### config.mk
export PLATFORM = sky130hd
export DESIGN_NAME = cic_interp_scheduler
export DESIGN_NICKNAME = d
export VERILOG_FILES = /design/src/rtl/cic_interp_scheduler.sv
export SDC_FILE = /design/constraint.sdc
export NUM_CORES = 1
export LEC_CHECK = 0
export CORE_ASPECT_RATIO = 0.6
export CORE_MARGIN = 3
export CORE_UTILIZATION = 45
export DETAILED_ROUTE_END_ITERATION = 8
export GPL_TIMING_DRIVEN = 0
export PLACE_DENSITY = 0.69
export RECOVER_POWER = 50
export SYNTH_ARGS = -nofsm -noshare
export SYNTH_HDL_FRONTEND = slang
export SYNTH_SLANG_ARGS = --single-unit
### constraint.sdc
create_clock -name clk_i -period 2.35 [get_ports clk_i]
set_input_delay 0.5875 -clock clk_i [delete_from_list [all_inputs] [get_ports clk_i]]
set_output_delay 0.5875 -clock clk_i [all_outputs]
set_load 0.05 [all_outputs]
### src/rtl/cic_interp_scheduler.sv
// Sample-acceptance and output-cadence sequencer for the CIC interpolator datapath.
// Issues one write strobe per accepted sample and R phased read strobes per sample.
module cic_interp_scheduler #(
  parameter int unsigned RATIO_WIDTH = 4,
  parameter int unsigned DIV_WIDTH   = 8
) (
  input  logic                   clk_i,
  input  logic                   rst_i,
  input  logic                   en_i,
  input  logic [RATIO_WIDTH-1:0] ratio_i,
  input  logic [DIV_WIDTH-1:0]   div_i,
  input  logic                   s_valid_i,
  output logic                   s_ready_o,
  output logic                   w_ena_o,
  output logic                   r_ena_o,
  output logic [RATIO_WIDTH-1:0] phase_o,
  output logic                   busy_o,
  output logic                   underrun_o,
  input  logic                   underrun_clr_i
);

  typedef enum logic [0:0] {
    IDLE = 1'b0,
    RUN  = 1'b1
  } state_t;

  state_t                 state, state_nxt;
  logic                   loaded, loaded_nxt;
  logic [DIV_WIDTH-1:0]   div_cnt, div_cnt_nxt;
  logic [DIV_WIDTH-1:0]   div_lat, div_lat_nxt;
  logic [RATIO_WIDTH-1:0] phase, phase_nxt;
  logic [RATIO_WIDTH-1:0] r_lat, r_lat_nxt;
  logic [RATIO_WIDTH-1:0] phase_o_nxt;
  logic                   r_ena_nxt;
  logic                   underrun_nxt;

  logic                   tick;
  logic                   have_sample;
  logic                   last_phase;
  logic [RATIO_WIDTH-1:0] ratio_eff;

  // Handshake is gated by reset so nothing is accepted while the block is held.
  assign s_ready_o   = en_i & ~loaded & ~rst_i;
  assign w_ena_o     = s_valid_i & s_ready_o;
  assign busy_o      = (state == RUN);

  assign tick        = (state == RUN) && (div_cnt == div_lat);
  assign have_sample = loaded | w_ena_o;
  assign last_phase  = (phase == (r_lat - RATIO_WIDTH'(1)));
  assign ratio_eff   = (ratio_i == '0) ? RATIO_WIDTH'(1) : ratio_i;

  always_ff @(posedge clk_i or posedge rst_i) begin
    if (rst_i) begin
      state      <= IDLE;
      loaded     <= 1'b0;
      div_cnt    <= '0;
      div_lat    <= '0;
      phase      <= '0;
      r_lat      <= RATIO_WIDTH'(1);
      r_ena_o    <= 1'b0;
      phase_o    <= '0;
      underrun_o <= 1'b0;
    end else begin
      state      <= state_nxt;
      loaded     <= loaded_nxt;
      div_cnt    <= div_cnt_nxt;
      div_lat    <= div_lat_nxt;
      phase      <= phase_nxt;
      r_lat      <= r_lat_nxt;
      r_ena_o    <= r_ena_nxt;
      phase_o    <= phase_o_nxt;
      underrun_o <= underrun_nxt;
    end
  end

  always_comb begin
    state_nxt    = state;
    loaded_nxt   = loaded | w_ena_o;
    div_cnt_nxt  = div_cnt;
    div_lat_nxt  = div_lat;
    phase_nxt    = phase;
    r_lat_nxt    = r_lat;
    r_ena_nxt    = 1'b0;
    phase_o_nxt  = phase_o;
    underrun_nxt = underrun_o & ~underrun_clr_i;

    unique case (state)
      IDLE: begin
        div_cnt_nxt = '0;
        phase_nxt   = '0;
        if (en_i && have_sample) begin
          state_nxt   = RUN;
          r_lat_nxt   = ratio_eff;
          div_lat_nxt = div_i;
        end
      end
      RUN: begin
        if (!en_i) begin
          state_nxt   = IDLE;
          div_cnt_nxt = '0;
          phase_nxt   = '0;
        end else if (tick && (phase == '0) && !have_sample) begin
          // Starved at the start of a sample period: flag and fall back to idle.
          underrun_nxt = 1'b1;
          state_nxt    = IDLE;
          div_cnt_nxt  = '0;
          phase_nxt    = '0;
        end else if (tick) begin
          r_ena_nxt   = 1'b1;
          phase_o_nxt = phase;
          div_cnt_nxt = '0;
          if (last_phase) begin
            phase_nxt  = '0;
            loaded_nxt = 1'b0;
          end else begin
            phase_nxt = phase + RATIO_WIDTH'(1);
          end
        end else begin
          div_cnt_nxt = div_cnt + DIV_WIDTH'(1);
        end
      end
      default: state_nxt = IDLE;
    endcase

    if (!en_i) loaded_nxt = 1'b0;
  end

endmodule

# Word level (Yosys, flattened, before mapping)
# Index checks and enable logic that the tools add are counted.
# totals
ff_bits,32
inputBits,17
output_inout_bits,9
wordCells,60
# op_classes
addsub,3
eq_ne,3
mux,26
bitwise_logic,10
reduce_logical,9
# op_table
operator,count
two-way mux 8 bit,3
two-way mux 4 bit,5
one-hot mux 8 bit (2 select lines),1
two-way mux 1 bit,15
"adder 8 x 1 -> 8 bit, second input constant",1
equality test 8 bit,1
zero test 4 bit,2
one-hot mux 4 bit (2 select lines),1
inverter 1 bit,5
"adder 4 x 1 -> 4 bit, second input constant",1
AND 1 bit,4
equality test 4 bit,1
logical AND 1 bit,4
"inequality test 4 x 2 -> 1 bit, second input constant",1
AND reduction 4 bit,1
"subtractor 4 x 1 -> 4 bit, second input constant",1
one-hot mux 1 bit (2 select lines),1
AND reduction 2 bit,1
zero test 1 bit,1
bitwise OR 1 bit,1

# Depth between registers and ports, before layout
# logic_depth
word_depth,10
mapped_depth,7
ltp_nobuf,7

# Worst setup path before layout
# OpenSTA, ideal clock, no wires.
# synth_timing
path_type,input-to-output
startpoint,in en_i
endpoint,out s_ready_o
t_arrival_ns,1.733
t_required_ns,1.762
setup_slack_ns,0.029
stages,1
n_path_buf,0
cell_sequence,nor3b_1
# synth_via
elab_chain_cells,2
# synth_lines
item,line_no,text
start: declaration,9,"input logic en_i,"
AND 1 bit (2 in series),43,assign s_ready_o = en_i & ~loaded & ~rst_i;
end: declaration,13,"output logic s_ready_o,"
# Every way passes these cells.

# Worst setup path after layout
# layout_timing
startpoint,in rst_i
endpoint,reg phase_o[0]
# layout_via
elab_chain_cells,8
# layout_lines
item,line_no,text
start: declaration,8,"input logic rst_i,"
inverter 1 bit,43,
AND 1 bit,43,
AND 1 bit,44,assign w_ena_o = s_valid_i & s_ready_o;
bitwise OR 1 bit,48,assign have_sample = loaded | w_ena_o;
zero test 1 bit,102,end else if (tick && (phase == '0) && !have_sample) begin
logical AND 1 bit,102,
inverter 1 bit (no source line),--,
AND reduction 4 bit (no source line),--,
end signal: assignment,71,phase_o <= phase_o_nxt;
end: declaration,16,"output logic [RATIO_WIDTH-1:0] phase_o,"
# Every way passes these cells.
# A chain may end at the register's enable or synchronous reset.

==> flow_summary_export.csv <==
group,metric,value,unit
finish,diodes,0,
clock_network,cts_buffers,5,
route,vias,1100,
route,wl_per_cell,13.71,µm
timing,max_freq,0.4389,GHz
floorplanning,die_w,83.23,µm
finish,area_delta_synth_final,24.71,%
floorplanning,num_rows,16,
logic_synthesis,synth.distinct_cells,30,
clock_network,cts_resized,11,
route,first_pass_iters,4,
run,cap_violations,0,
logic_synthesis,async_flop_share,100.0,%
finish,drive_above_1_share,17.71,%
logic_synthesis,netlist_area,1610,µm²
grt,grt_busiest_layer,"met1",
logic_synthesis,ys_seq_area_share,49.81,%
floorplanning,die_h,52.34,µm
hold_path,worst_hold_path_type,"flip-flop to flip-flop",
grt,grt_pass1_wl,5230,µm
critical_path,crit_fanout,8,
finish,nFillCells,271,
timing,final_max_slew_viol_count,0,
timing,tns,0,ns
timing,post-route-min-period,2.278,ns
clock_network,tritoncts,"built",
critical_path,start_kind,"primary input",
floorplanning,core_area,3343,µm²
logic_synthesis,synth_ff_type,"dfrtp_1",
grt,grt_overflow,0,
timing,skew,0.005379,ns
finish,fin_util,60.07,%
route,drcViolationCount,0,
floorplanning,die_area,4356,µm²
grt,antenna_found_initial,0,
timing,worst_slew_pin_slew,0.9731,ns
route,drtIter0Drc,77,
critical_path,end_kind,"flip-flop",
timing,rsz0062_at_grt,"false",
grt,grt_usage,15.81,%
grt,grt_use_met1,22.70,%
finish,nets,195,
clock_network,cts_root_buf,"clkbuf_8",
logic_synthesis,ys_seq_elements,32,
clock_network,cts.sinks,32,
clock_network,cts_setup_buffers,0,
route,ant_nets,0,
route,routed_wl,3016,µm
grt,gr-usage-met3,4.082,%
placement,dp_hpwl,2228,µm
critical_path,path_class,"primary input to flip-flop",
floorplanning,start_util,48.17,%
status,run_status,"finished clean",
grt,grt_max_degree,33,
finish,fin_cells,220,
pwr,ir_worst_vdd,0.4148,mV
clock_network,hold_buffers,0,
placement,place_congestion,0.8162,
timing,setup_viol,0,
placement,placed_cells,212,
placement,io_buffer_count,25,
critical_path,required,2.51,ns
clock_network,clock_latency,0.28,ns
floorplanning,io_pins,26,
logic_synthesis,yosys.cell_count.top_type,"dfrtp_1",
logic_synthesis,avgSynthCellArea,11.34,µm²
pwr,p_total,1.424,mW
pwr,leakage,0.8723,nW
timing,relSlewSlack,35.13,%
logic_synthesis,yosys.area.top_type,"dfrtp_1",
logic_synthesis,netlist_instances,142,
clock_network,htreeDepth,2,
logic_synthesis,syn-num-nets,163,
clock_network,clkSlewWorstSetupHoldPaths,0.06,ns
clock_network,clockBufferDepth,2,
logic_synthesis,netlist_top_cells_count,"dfrtp_1 (31), nor2_1 (12), xnor2_1 (12)",
route,vias_per_cell,5.000,
grt,grt_pass1_vias,1103,
logic_synthesis,synth_top_area_share,48.17,%
grt,grt_use_met2,21.81,%
logic_synthesis,yosysWarnings,0,
timing,finalHoldViolations,0,
logic_synthesis,synthTopCellsByArea,"dfrtp_1 (48%), mux2_2 (7.7%), xnor2_1 (6.5%), mux2_4 (3.7%), xor2_1 (3.3%)",
logic_synthesis,synth_edf_count,0,
pwr,p_per_area,708.9,nW/µm²
critical_path,cp.arrival,2.44,ns
timing,fin_crit_sh,96.95,%
-- cell type report --
cell class	instances	area, µm²	area share (%)
tap	45	56.30	2.804
buffer	3	23.77	1.184
multi-input combinational	99	760.7	37.88
inverter	7	26.28	1.308
sequential	32	802.0	39.94
timing repair buffer	26	249.0	12.40
clock buffer	8	90.09	4.486
-- worst max-delay path, stage by stage --
cell	delay, ns
clkdlybuf4s50_1	0.50
nor2b_1	0.06
and3b_1	0.20
or4_4	0.49
buf_6	0.15
nand4_4	0.13
mux2_4	0.31
-- per-stage QoR --
stage | hold WS (ns) | area [µm²] | worst slack [ns]
4_1_cts | 0.5151 | 1997 | 0.04370
6_report | 0.5098 | 2008 | 0.07156
2_1_floorplan | 0.4827 | 1610 | 0.02938
5_1_grt | 0.5367 | 2008 | 0.007201
3_3_place_gp | 0.4924 | 1917 | -0.4608
3_5_place_dp | 0.4971 | 1917 | -0.4758
-- where the power goes --
part / switching [mW] / internal, mW
clock: 0.185 / 0.238
sequential: 0.0574 / 0.622
combinational: 0.153 / 0.168
total: 0.395 / 1.03
-- layout by cell type, fill, tap and decap left out, drive strengths merged --
| cell | n |
|---|---|
| inv | 7 |
| or2 | 1 |
| a21oi | 7 |
| nor3 | 4 |
| and3 | 2 |
| nand2b | 1 |
| dlymetal6s2s | 1 |
| nand3 | 7 |
| o32ai | 1 |
| nor3b | 1 |
| nor2 | 12 |
| clkbuf | 11 |
| xnor2 | 12 |
| nand2 | 9 |
| dfstp | 1 |
| xor2 | 6 |
| or4 | 2 |
| nor4 | 1 |
| nor2b | 2 |
| a21boi | 1 |
| mux2 | 15 |
| o21ai | 4 |
| clkdlybuf4s50 | 22 |
| xor3 | 1 |
| and3b | 1 |
| buf | 3 |
| dfrtp | 31 |
| ha | 4 |
| nand4 | 5 |
-- path summary, 6_finish.rpt --
path | startpoint | end | slack (ns) | cells after the start
max | rst_i | phase_o[0]$_DFFE_PP0P_ | 0.07 | 7
min | phase_o[2]$_DFFE_PP0P_ | phase_o[2]$_DFFE_PP0P_ | 0.51 | 1
max reg2reg | phase[0]$_DFFE_PP0P_ | phase_o[0]$_DFFE_PP0P_ | 0.41 | 7
min reg2reg | phase_o[2]$_DFFE_PP0P_ | phase_o[2]$_DFFE_PP0P_ | 0.51 | 1
max in group asynchronous | rst_i | div_cnt[0]$_DFF_PP0_ | 0.35 | 3
min in group asynchronous | rst_i | div_lat[5]$_DFFE_PP0P_ | 0.73 | 2
-- cell families (layout without fill, tap and decap cells) --
kind of cell / count (synthesis) / in the layout / synth area share, %
AND/OR/NAND/NOR: 48 / 48 / 16.78
flip-flops: 32 / 32 / 49.81
XOR/XNOR: 19 / 19 / 11.27
multiplexers: 15 / 15 / 11.42
AO/OA/AOI/OAI: 13 / 13 / 4.429
buffers and inverters: 11 / 44 / 3.186
adder cells (fa/ha/maj): 4 / 4 / 3.108
-- sequential cells by signal, summed over array words and instances (netlist names) --
signal / flops
busy_o: 1
div_cnt: 8
div_lat: 8
loaded: 1
phase: 4
phase_o: 4
r_ena_o: 1
r_lat: 4
underrun_o: 1
-- routing by layer --
layer  vias up  wire (µm)
li1        549          -
met1       520       1594
met2        27       1232
met3         4        153
met4         0         36
met5         -          0
Note: power is estimated with default switching activity, not from simulation.
